$ cat src/rtl/nanorv32_test_monitor.sv
// nanorv32 end-of-test monitor: classifies a run as PASS/FAIL/UNKNOWN/ILLEGAL/TIMEOUT.
// Optional PC history enabled by defining NANORV32_TESTMON_TRACE_EN.
module nanorv32_test_monitor #(
    parameter int ADDR_W = 32,
    parameter int DATA_W = 32,
    parameter logic [ADDR_W-1:0] END_PC = ADDR_W'(32'h0000_0100),
    parameter logic [DATA_W-1:0] PASS_SIG = DATA_W'(32'hCAFF_E000),
    parameter logic [DATA_W-1:0] FAIL_SIG = DATA_W'(32'hDEAD_0000),
    parameter int TIMEOUT_CYC = 100000,
    parameter int CNT_W = 32,
    parameter int HIST_DEPTH = 8
) (
    input  logic                          clk_in,
    input  logic                          rst_n,
    input  logic                          mon_en,
    input  logic                          pc_valid,
    input  logic [ADDR_W-1:0]             pc,
    input  logic [DATA_W-1:0]             a0,
    input  logic                          illegal_instruction,
    output logic                          done,
    output logic                          pass,
    output logic [2:0]                    status,
    output logic [CNT_W-1:0]              cycle_count,
    output logic [CNT_W-1:0]              retire_count,
    input  logic [$clog2(HIST_DEPTH)-1:0] trace_idx,
    output logic [ADDR_W-1:0]             trace_pc
);

    localparam int IDX_W = $clog2(HIST_DEPTH);
    localparam bit TO_EN = (TIMEOUT_CYC != 0);
    localparam logic [CNT_W-1:0] TO_LAST = CNT_W'(TIMEOUT_CYC - 1);

    typedef enum logic [1:0] {
        S_IDLE,
        S_RUN,
        S_DONE
    } state_t;

    state_t           state_q;
    state_t           state_d;
    logic [2:0]       ev_status;
    logic [2:0]       status_q;
    logic [CNT_W-1:0] cycle_q;
    logic [CNT_W-1:0] retire_q;
    logic             run_active;

    assign run_active = (state_q == S_RUN) && mon_en;

    // Priority-ordered event classification and FSM next state
    always_comb begin
        state_d   = state_q;
        ev_status = 3'd0;
        if (illegal_instruction) begin
            ev_status = 3'd4;
        end else if (pc_valid && (pc == END_PC)) begin
            if (a0 == PASS_SIG)      ev_status = 3'd1;
            else if (a0 == FAIL_SIG) ev_status = 3'd2;
            else                     ev_status = 3'd3;
        end else if (TO_EN && (cycle_q == TO_LAST)) begin
            ev_status = 3'd5;
        end
        unique case (state_q)
            S_IDLE: if (mon_en) state_d = S_RUN;
            S_RUN: begin
                if (!mon_en)               state_d = S_IDLE;
                else if (ev_status != 3'd0) state_d = S_DONE;
            end
            S_DONE:  state_d = S_DONE;
            default: state_d = S_IDLE;
        endcase
    end

    // State, latched result and saturating counters
    always_ff @(posedge clk_in) begin
        if (!rst_n) begin
            state_q  <= S_IDLE;
            status_q <= 3'd0;
            cycle_q  <= '0;
            retire_q <= '0;
        end else begin
            state_q <= state_d;
            if (run_active) begin
                if (~&cycle_q) cycle_q <= cycle_q + 1'b1;
                if (pc_valid && ~&retire_q) retire_q <= retire_q + 1'b1;
                if (state_d == S_DONE) status_q <= ev_status;
            end
        end
    end

    assign status       = status_q;
    assign done         = (status_q != 3'd0);
    assign pass         = (status_q == 3'd1);
    assign cycle_count  = cycle_q;
    assign retire_count = retire_q;

`ifdef NANORV32_TESTMON_TRACE_EN
    logic [ADDR_W-1:0] hist_q [HIST_DEPTH];
    logic [IDX_W-1:0]  wr_ptr;
    logic [IDX_W-1:0]  rd_ptr;

    // Circular history of retired PCs while running
    always_ff @(posedge clk_in) begin
        if (!rst_n) begin
            wr_ptr <= '0;
            for (int i = 0; i < HIST_DEPTH; i++) hist_q[i] <= '0;
        end else if (run_active && pc_valid) begin
            hist_q[wr_ptr] <= pc;
            wr_ptr         <= wr_ptr + 1'b1;
        end
    end

    assign rd_ptr   = wr_ptr - IDX_W'(1) - trace_idx;
    assign trace_pc = hist_q[rd_ptr];
`else
    logic unused_trace_idx;
    assign unused_trace_idx = ^trace_idx;
    assign trace_pc = '0;
`endif

endmodule

$ cat config.mk
export PLATFORM = sky130hd
export DESIGN_NAME = nanorv32_test_monitor
export DESIGN_NICKNAME = d
export VERILOG_FILES = /design/src/rtl/nanorv32_test_monitor.sv
export SDC_FILE = /design/constraint.sdc
export NUM_CORES = 1
export LEC_CHECK = 0
export BUFFER_PORTS_ARGS = -buffer_cell sky130_fd_sc_hd__buf_2
export CAP_MARGIN = 25
export CORE_MARGIN = 8
export CORE_UTILIZATION = 51
export CTS_CLUSTER_SIZE = 8
export DETAILED_ROUTE_END_ITERATION = 7
export GPL_TIMING_DRIVEN = 1
export PLACE_DENSITY_LB_ADDON = 0.12
export SKIP_CTS_REPAIR_TIMING = 1
export SYNTH_ARGS = -nofsm -noshare
export SYNTH_HDL_FRONTEND = slang
export SYNTH_SLANG_ARGS = --single-unit
$ cat constraint.sdc
create_clock -name clk_in -period 4.65 [get_ports clk_in]
set_input_delay 0.93 -clock clk_in [delete_from_list [all_inputs] [get_ports clk_in]]
set_output_delay 0.93 -clock clk_in [all_outputs]
set_load 0.01 [all_outputs]
==> results.rst, run 1 <==
.. list-table::
   :header-rows: 1

   * - Metric
     - Value
   * - Result of the run
     - complete, no violations
   * - Clock net sink count
     - 69
   * - Share of the core filled with cells in the final layout
     - 0.6372
   * - Post-synth EDFFs
     - 0
   * - H-Tree Depth
     - 3
   * - GRT met2 Usage
     - 0.3460
   * - Via count normalized by instance count
     - 5.779
   * - Clock buffer count from CTS
     - 9
   * - Width of the die
     - 104.1 µm
   * - Met1 track demand over resource
     - 0.2451
   * - Total count of hold-check failures in the final report
     - 0
   * - Fraction of final layout cells sized beyond drive strength 1
     - 0.2634
   * - Routed length per instance
     - ~16 µm
   * - Reg clk slew, reported paths
     - ~0.08 ns
   * - Number of nets with antenna violations after detailed routing
     - 0
   * - Cell Rows
     - 32
   * - Critical-path maximum fanout
     - 11
   * - Number of global-route vias before repair
     - 4192
   * - Async SR Flop Fraction
     - 0
   * - Yosys synthesis warning count
     - 0
   * - Setup repair after global routing missed its margin
     - no
   * - Worst-case vdd ir drop
     - roughly 0.00016 V
   * - Area overhead of the layout relative to synthesis
     - 22.36%
   * - Final period demand of the worst path
     - 2.778 ns
   * - Number of nets in the layout
     - 703
   * - Number of distinct library cells after synthesis
     - 49
   * - # diodes
     - 0
   * - Pleak
     - 1.920 nW
   * - Global router's overall resource usage
     - 0.2091
   * - DRC violation count after routing
     - 0
   * - Synthesized netlist cell count
     - 494
   * - Port-buffer cells
     - 137
   * - Most used routing layer in global routing
     - met2
   * - Met3 usage in global routing
     - 0.07373
   * - Aggregate global routing overflow
     - 0
   * - Critical Path Source Type
     - register
   * - Vias
     - 4253
   * - HPWL after detailed placement
     - 8.961 mm
   * - Initial core utilization
     - 0.5207
   * - Worst path arrival time
     - 3.05 ns
   * - Die Y-Extent
     - roughly 100 µm
   * - Sequential-to-total area share from yosys stat
     - 0.3487
   * - Cell at the root of the clock tree
     - sky130_fd_sc_hd__clkbuf_8
   * - Max Buffers Root-to-Sink
     - 2
   * - Final Skew
     - about 0.012 ns
   * - WS Path Type
     - register to register
   * - Core region area
     - 7607 µm²
   * - Number of failing setup endpoints in the final timing report
     - 0
   * - Wire length after detailed routing
     - 11.73 mm
   * - Worst Path Required
     - 4.92 ns
   * - Mean post-synth cell area
     - between 8 and 9 µm²
   * - Top achievable clock speed
     - 0.3599 GHz
   * - Largest net degree at the start of global routing
     - 34
   * - Area of the mapped netlist
     - between 3000 and 4000 µm²
   * - I/O Pins
     - 173
   * - Filler instances
     - 710
   * - TritonCTS clock tree
     - built
   * - Crit share post-route
     - 0.5975
   * - Prevailing post-synth register cell
     - sky130_fd_sc_hd__dfxtp_1
   * - Headroom to the max-slew limit
     - 0.4302
   * - FF+latch area
     - 1381 µm²
   * - RD Place Congestion
     - roughly 0.82
   * - Antenna violations before repair
     - 0
   * - DIE AREA
     - 10840 µm²
   * - Initial drt markers
     - roughly 270
   * - Transition at the pin with the smallest max-transition slack
     - 0.8477 ns
   * - Clk Latency, worst-skew pair
     - 0.34 ns
   * - PD cells
     - 255.3 nW/µm²
   * - CP endpoint kind
     - register
   * - Pins over their slew limit
     - 0
   * - Flip-flop and latch count after synthesis
     - 69
   * - Pre-antenna DRT Iters
     - 4
   * - Final sum of negative setup slack
     - 0 ns
   * - Max-cap check violation count
     - 0
   * - Class of the tightest hold or removal check
     - register to register
   * - Area of the multi-input gates
     - about 2300 µm²
   * - Wire length of the first global-routing pass
     - approximately 19 mm
cells by family after synthesis:
| family | synth area share |
|---|---|
| compound gates | 0.1665 |
| xor+xnor | 0.03980 |
| buf+inv | 0.09160 |
| other cells | 0.0009467 |
| fa+ha+maj | 0.006316 |
| mux | 0.01263 |
| flops | 0.3487 |
| simple gates | 0.3335 |
synth_stat cells, types with 10 or more instances:
library cell                n  area (µm²)
sky130_fd_sc_hd__buf_4     32       240.2
sky130_fd_sc_hd__nor4_1    21       131.4
sky130_fd_sc_hd__inv_1     13       48.80
sky130_fd_sc_hd__o31ai_1   14       105.1
sky130_fd_sc_hd__or3_1     24       150.1
sky130_fd_sc_hd__clkbuf_1  14       52.55
sky130_fd_sc_hd__o21ai_0   23       115.1
sky130_fd_sc_hd__nand2_1   37       138.9
sky130_fd_sc_hd__dfxtp_1   69        1381
sky130_fd_sc_hd__a21oi_1   35       175.2
sky130_fd_sc_hd__nand4_1   20       125.1
sky130_fd_sc_hd__nor2_1    32       120.1
sky130_fd_sc_hd__or4_1     21       157.7
sky130_fd_sc_hd__nand3_1   32       160.2
sky130_fd_sc_hd__xnor2_1   10       87.58
routing by layer:
metal,share of wire,vias to the layer above
li1,-,2085
met3,0.083,16
met1,0.42,1998
met2,0.48,154
met5,0,-
met4,0.013,0
layout make-up:
cell class | count | area share
multi-input combinational | 394 | 0.4814
sequential | 69 | 0.2850
timing repair buffer | 142 | 0.1492
clock buffer | 11 | 0.03123
tap | 102 | 0.02633
clock inverter | 5 | 0.01678
inverter | 13 | 0.01007
worst max-delay path, stage by stage, from the launching register on:
cell and delay [ns]:
sky130_fd_sc_hd__dfxtp_1 0.45, sky130_fd_sc_hd__ha_1 0.25, sky130_fd_sc_hd__nand4_2 0.20, sky130_fd_sc_hd__or4b_1 0.71, sky130_fd_sc_hd__or3_4 0.44, sky130_fd_sc_hd__or4_1 0.51
sky130_fd_sc_hd__a21oi_1 0.15
sequential cells by signal, indices dropped and copies added, names as in the netlist:
name          flops
cycle_count      32
retire_count     32
status            3
state_q           2
through the flow:
stage / worst slack (ns) / instance area [µm²] / hold WS, ns / power [W] / std cells
after global placement: 1.948 / 4614 / 0.4697 / 0.0006789 / 720
after detailed placement: 1.888 / 4614 / 0.4896 / 0.0006812 / 720
after global routing: 1.751 / 4847 / 0.5402 / 0.001278 / 736
final: 1.872 / 4847 / 0.5007 / 0.001237 / 736
after floorplan: 2.020 / 4078 / 0.4441 / 0.0006625 / 525
after CTS: 1.866 / 4847 / 0.5016 / 0.001246 / 736
cells in the final DEF (no fill, tap or decap), types with 13 or more instances in the layout:
| cell type | n |
|---|---|
| sky130_fd_sc_hd__nand2_1 | 37 |
| sky130_fd_sc_hd__nor2_1 | 32 |
| sky130_fd_sc_hd__o21ai_0 | 23 |
| sky130_fd_sc_hd__nor4_1 | 21 |
| sky130_fd_sc_hd__o31ai_1 | 14 |
| sky130_fd_sc_hd__buf_2 | 137 |
| sky130_fd_sc_hd__conb_1 | 32 |
| sky130_fd_sc_hd__nand4_1 | 20 |
| sky130_fd_sc_hd__or3_1 | 24 |
| sky130_fd_sc_hd__or4_1 | 21 |
| sky130_fd_sc_hd__nand3_1 | 32 |
| sky130_fd_sc_hd__dfxtp_1 | 69 |
| sky130_fd_sc_hd__a21oi_1 | 35 |
| sky130_fd_sc_hd__inv_1 | 13 |
power breakdown:
part | internal, W | switching [W]
sequential | 0.000592 | 0.00000282
clock | 0.000332 | 0.000236
combinational | 0.0000296 | 0.0000437
total | 0.000954 | 0.000283
path summary, 6_finish.rpt:
| path | from | to | slack, ns | depth (start not counted) |
|---|---|---|---|---|
| max | cycle_count[0] | cycle_count[30] | 1.87 | 6 |
| min | state_q[0] | state_q[1] | 0.50 | 1 |
| max reg2reg | cycle_count[0] | cycle_count[30] | 1.87 | 6 |
| min reg2reg | state_q[0] | state_q[1] | 0.50 | 1 |
Note: power is estimated with default switching activity, not from simulation.
==> inputs of run 2 (changes only) <==
--- a/config.mk
+++ b/config.mk
@@ -8,7 +8,7 @@
 export BUFFER_PORTS_ARGS = -buffer_cell sky130_fd_sc_hd__buf_2
 export CAP_MARGIN = 25
 export CORE_MARGIN = 8
-export CORE_UTILIZATION = 51
+export CORE_UTILIZATION = 43
 export CTS_CLUSTER_SIZE = 8
 export DETAILED_ROUTE_END_ITERATION = 7
 export GPL_TIMING_DRIVEN = 1
==> constraint.sdc (replaced) <==
create_clock -name clk_in -period 2.5 [get_ports clk_in]
set_input_delay 0.5 -clock clk_in [delete_from_list [all_inputs] [get_ports clk_in]]
set_output_delay 0.5 -clock clk_in [all_outputs]
set_load 0.01 [all_outputs]
==> run 2 against run 1 <==
Effect of this change: count of clock-buffer cells in the layout is 1 higher; final cell count up 3.9%; utilization fell by 9.3 points; setup slack worse by 1.8 ns; largest cell class unchanged; maximum frequency rose by 16%.
==> results.rst, run 2 (synthesis gave the netlist of run 1 again) <==
.. list-table::
   :header-rows: 1

   * - Metric
     - Value
   * - Result of the run
     - complete, no violations
   * - Pins over their slew limit
     - 0
   * - Critical Path Source Type
     - register
   * - # diodes
     - 0
   * - Antenna violations before repair
     - 0
   * - Initial core utilization
     - 0.4349
   * - Via count normalized by instance count
     - 5.714
   * - Vias
     - approximately 4.4k
   * - DRC violation count after routing
     - 0
   * - Wire length after detailed routing
     - 12.08 mm
   * - Top achievable clock speed
     - between 0.4 and 0.5 GHz
   * - Clk Latency, worst-skew pair
     - 0.34 ns
   * - Total buffers and inverters traversed by the critical path
     - 0
   * - Cell Rows
     - 35
   * - Worst Path Required
     - 2.76 ns
   * - Port-buffer cells
     - 137
   * - Overall power consumption
     - around 0.0020 W
   * - Pleak
     - 1.980 nW
   * - Final Skew
     - 0.01128 ns
   * - Number of nets in the layout
     - approximately 720
   * - Aggregate global routing overflow
     - 0
   * - H-Tree Depth
     - 3
   * - RD Place Congestion
     - 0.8231
   * - I/O Pins
     - 173
   * - Clock net sink count
     - 69
   * - Largest net degree at the start of global routing
     - 26
   * - Max Buffers Root-to-Sink
     - 2
   * - Number of global-route vias before repair
     - approximately 4.2k
   * - TritonCTS clock tree
     - built
   * - Initial drt markers
     - 173
   * - Dominant delay contributor by cell family on the critical path
     - simple AND/OR/NAND/NOR gates
   * - Worst path arrival time
     - 2.65 ns
   * - Routed length per instance
     - around 16 µm
   * - CP max-delay cell
     - sky130_fd_sc_hd__or4b_1
   * - CP endpoint kind
     - register
   * - Number of standard cells in the layout, taps in and fillers out
     - 765
   * - Die Y-Extent
     - 112.0 µm
   * - HPWL after detailed placement
     - 9.429 mm
   * - Clock buffer count from CTS
     - 9
   * - Width of the die
     - 112.0 µm
   * - Crit share post-route
     - 0.9570
   * - CP peak stage delay
     - approximately 0.56 ns
   * - Commonest non-fill, non-tap cells in the layout
     - 137 x sky130_fd_sc_hd__buf_2, 67 x sky130_fd_sc_hd__dfxtp_1, 37 x sky130_fd_sc_hd__nand2_1
   * - Post-Place Cells
     - roughly 750
   * - Pre-antenna DRT Iters
     - 4
   * - Final period demand of the worst path
     - approximately 2.4 ns
   * - Post-Route Hold Slack
     - between 0.3 and 0.4 ns
   * - Wire length of the first global-routing pass
     - 19.95 mm
   * - Core region area
     - slightly above 9000 µm²
   * - Cell at the root of the clock tree
     - sky130_fd_sc_hd__clkbuf_8
   * - Transition at the pin with the smallest max-transition slack
     - 0.8740 ns
   * - Headroom to the max-slew limit
     - 0.4167
   * - Setup repair after global routing missed its margin
     - no
   * - DIE AREA
     - approximately 13000 µm²
   * - Final sum of negative setup slack
     - 0 ns
   * - Max-cap check violation count
     - 0
   * - Class of the tightest hold or removal check
     - primary input to register
   * - Total count of hold-check failures in the final report
     - 0
   * - Number of nets with antenna violations after detailed routing
     - 0
   * - Area overhead of the layout relative to synthesis
     - 25.05%
   * - Fraction of final layout cells sized beyond drive strength 1
     - 0.2859
   * - Reg clk slew, reported paths
     - 0.07 ns
   * - Sequence of cells on the critical path
     - ha_4, nand4_2, or4b_1, or3_4, or4_1, a21oi_1
   * - Number of failing setup endpoints in the final timing report
     - 0
   * - Worst-case vdd ir drop
     - 0.0002406 V
   * - WS Path Type
     - register to register
   * - PD cells
     - approximately 410 nW/µm²
   * - Commonest non-fill, non-tap cell in the layout
     - sky130_fd_sc_hd__buf_2
   * - Critical-path maximum fanout
     - 11
   * - Global router's overall resource usage
     - 0.1872
run 2: worst register-to-register path, cell delays in order, from the launching register on:
cell	delay (ns)
sky130_fd_sc_hd__dfxtp_2	0.40
sky130_fd_sc_hd__ha_4	0.17
sky130_fd_sc_hd__nand4_2	0.12
sky130_fd_sc_hd__or4b_1	0.56
sky130_fd_sc_hd__or3_4	0.41
sky130_fd_sc_hd__or4_1	0.52
sky130_fd_sc_hd__a21oi_1	0.14
run 2: path summary, 6_finish.rpt:
| kind | startpoint | endpoint | slack [ns] | depth (start not counted) |
|---|---|---|---|---|
| worst max-delay path | cycle_count[1] | cycle_count[30] | 0.11 | 6 |
| worst min-delay path | illegal_instruction | status[0] | 0.39 | 2 |
| worst max register to register | cycle_count[1] | cycle_count[30] | 0.11 | 6 |
| worst min register to register | state_q[0] | state_q[1] | 0.49 | 1 |
run 2: power by group:
group	switching [W]	leakage (nW)	internal, W	total [W]
clock network	0.000418	0.0764	0.000358	0.000775
logic	0.0000824	1.35	0.0000582	0.000141
registers	0.00000557	0.557	0.00110	0.00111
run 2: area by class of cell:
cell class / count / area [µm²]
Inverter: 13 / 48.80
Timing Repair Buffer: 162 / 873.3
Clock inverter: 4 / 25.02
Sequential cell: 69 / 1386
Fill cell: 947 / 4155
Clock buffer: 12 / 135.1
Multi-Input combinational cell: 394 / 2346
Tap cell: 111 / 138.9
run 2: per-stage QoR:
stage / worst slack [ns] / cell area, µm² / util
6_report: 0.1074 / 4954 / 0.5438
5_1_grt: 0.02037 / 4954 / 0.5438
4_1_cts: 0.1056 / 4954 / 0.5438
3_5_place_dp: 0.1121 / 4793 / 0.5262
3_3_place_gp: 0.1640 / 4793 / 0.5262
2_1_floorplan: 0.008588 / 4095 / -
run 2: layer usage:
metal	part of all wire	track usage	wire length (µm)
met4	0.0086	0.05396	104
met5	0	0	0
met1	0.45	0.2311	5444
met2	0.47	0.3134	5619
met3	0.075	0.04870	910
==> inputs of run 3 (changes only) <==
--- a/config.mk
+++ b/config.mk
@@ -5,7 +5,7 @@
 export SDC_FILE = /design/constraint.sdc
 export NUM_CORES = 1
 export LEC_CHECK = 0
-export BUFFER_PORTS_ARGS = -buffer_cell sky130_fd_sc_hd__buf_2
+export BUFFER_PORTS_ARGS = -buffer_cell sky130_fd_sc_hd__buf_4
 export CAP_MARGIN = 25
 export CORE_MARGIN = 8
 export CORE_UTILIZATION = 43
==> run 3 against run 2 <==
Effect of this change: power up 8.5%; die area unchanged; clock skew up 0.0047 ns; setup slack better by 0.024 ns; maximum frequency up 0.99%; routed wire length up 0.60%; global-route usage about the same; sequential share of layout area down 2.0 points; critical path depth unchanged; largest cell class unchanged.
==> results.rst, run 3 (synthesis gave the netlist of run 1 again) <==
.. list-table::
   :header-rows: 1

   * - Metric
     - Value
   * - Width of the die
     - 112.0 µm
   * - Wire length of the first global-routing pass
     - 19.56 mm
   * - PD cells
     - 411.7 nW/µm²
   * - Wire length after detailed routing
     - 12.15 mm
   * - Area overhead of the layout relative to synthesis
     - 34.65%
   * - Final period demand of the worst path
     - 2.369 ns
   * - Aggregate global routing overflow
     - 0
   * - Setup repair after global routing missed its margin
     - no
   * - Initial core utilization
     - 0.4349
   * - Post-Route Hold Slack
     - 0.3606 ns
   * - Number of nets with antenna violations after detailed routing
     - 0
   * - Worst-case vdd ir drop
     - 0.0002016 V
   * - Number of failing setup endpoints in the final timing report
     - 0
   * - Final sum of negative setup slack
     - 0 ns
   * - Commonest non-fill, non-tap cells in the layout
     - 161 x sky130_fd_sc_hd__buf_4, 67 x sky130_fd_sc_hd__dfxtp_1, 37 x sky130_fd_sc_hd__nand2_1
   * - Fraction of final layout cells sized beyond drive strength 1
     - 0.2910
   * - CP peak stage delay
     - between 0.5 and 0.6 ns
   * - # diodes
     - 0
   * - Core region area
     - 9109 µm²
   * - Routed length per instance
     - ~16 µm
   * - Number of global-route vias before repair
     - 4156
   * - Critical Path Source Type
     - register
   * - Clock net sink count
     - 69
   * - Logic gate share of total power
     - 0.079
   * - Final Skew
     - 0.01595 ns
   * - Cell at the root of the clock tree
     - sky130_fd_sc_hd__clkbuf_8
   * - Total count of hold-check failures in the final report
     - 0
   * - FF+latch area
     - 1386 µm²
   * - CP max-delay cell
     - sky130_fd_sc_hd__or4b_1
   * - Pre-antenna DRT Iters
     - 4
   * - Critical-path maximum fanout
     - 11
   * - Crit share post-route
     - 0.9476
   * - Class of the tightest hold or removal check
     - primary input to register
   * - CP endpoint kind
     - register
   * - RD Place Congestion
     - 0.8101
   * - Pleak
     - 2.051 nW
   * - Setup Slack @ Placement
     - ~0.15 ns
   * - Vias
     - approximately 4.3k
   * - Max-cap check violation count
     - 0
   * - Switching share of total power
     - 0.2507
   * - Pins over their slew limit
     - 0
   * - Sequence of cells on the critical path
     - ha_4, nand4_2, or4b_1, or3_4, or4_1, a21oi_1
   * - H-Tree Depth
     - 3
   * - I/O Pins
     - 173
   * - HPWL after detailed placement
     - 9.479 mm
   * - Transition at the pin with the smallest max-transition slack
     - 0.5578 ns
   * - Power share of the clock group
     - 0.417
   * - Number of nets in the layout
     - 722
   * - Worst Path Required
     - 2.78 ns
   * - Int Power
     - 0.001646 W
   * - Cell Rows
     - 35
   * - Antenna violations before repair
     - 0
   * - Total net switching power
     - 0.0005505 W
   * - Area of the multi-input gates
     - 2350 µm²
   * - Global router's overall resource usage
     - 0.1876
   * - Flop pwr share
     - 0.504
   * - Via count normalized by instance count
     - 5.677
   * - Max Buffers Root-to-Sink
     - 2
   * - Clock buffer count from CTS
     - 9
   * - TritonCTS clock tree
     - built
   * - Worst path arrival time
     - 2.65 ns
   * - WS Path Type
     - register to register
   * - Initial drt markers
     - between 150 and 200
   * - Largest net degree at the start of global routing
     - 24
   * - Result of the run
     - complete, no violations
   * - Die Y-Extent
     - about 110 µm
   * - Commonest non-fill, non-tap cell in the layout
     - sky130_fd_sc_hd__buf_4
   * - Dominant delay contributor by cell family on the critical path
     - simple AND/OR/NAND/NOR gates
   * - Clk Latency, worst-skew pair
     - 0.35 ns
   * - Filler instances
     - 832
   * - Port-buffer cells
     - 137
   * - DIE AREA
     - 12540 µm²
   * - Top achievable clock speed
     - 0.4221 GHz
   * - Share of the core filled with cells in the final layout
     - 0.5856
   * - DRC violation count after routing
     - 0
   * - Overall power consumption
     - 0.002196 W
   * - Headroom to the max-slew limit
     - 0.6229
   * - Post-route worst setup slack
     - 0.1309 ns
   * - Total buffers and inverters traversed by the critical path
     - 0
   * - Reg clk slew, reported paths
     - approximately 0.080 ns
-- run 3: per-layer routing --
| layer | track usage | part of all wire | vias up |
|---|---|---|---|
| met5 | 0 | 0 | - |
| met2 | 0.3094 | 0.48 | 143 |
| met3 | 0.06115 | 0.071 | 10 |
| li1 | - | - | 2137 |
| met1 | 0.2257 | 0.44 | 2047 |
| met4 | 0.06025 | 0.010 | 0 |
-- run 3: final timing paths --
path | from | end | slack, ns | cells past startpoint
hold reg to reg | state_q[0] | state_q[0] | 0.49 | 1
hold / removal | illegal_instruction | status[0] | 0.36 | 2
setup reg to reg | cycle_count[0] | cycle_count[30] | 0.13 | 6
setup / recovery | cycle_count[0] | cycle_count[30] | 0.13 | 6
-- run 3: cell type report --
cell class                      count  share of cell area
Clock buffer                       11             0.03049
Clock inverter                      5            0.007272
Inverter                           13            0.009148
Multi-Input combinational cell    394              0.4405
Sequential cell                    69              0.2599
Tap cell                          111             0.02604
Timing Repair Buffer              161              0.2266
-- run 3: per-stage QoR --
stage	instance area [µm²]	instances
after floorplan	4095	525
after global placement	5129	748
after detailed placement	5129	748
after CTS	5330	764
after global routing	5334	764
final	5334	764
-- run 3: power groups by stage --
| stage | logic [W] | registers (W) | clock network, W |
|---|---|---|---|
| 4_1_cts | 0.000171 | 0.00111 | 0.000931 |
| 3_5_place_dp | 0.000171 | 0.00113 | 0 |
| 5_1_grt | 0.000189 | 0.00111 | 0.000987 |
| 6_report | 0.000173 | 0.00111 | 0.000916 |
| 2_1_floorplan | 0.0000998 | 0.00113 | 0 |
| 3_3_place_gp | 0.000168 | 0.00113 | 0 |
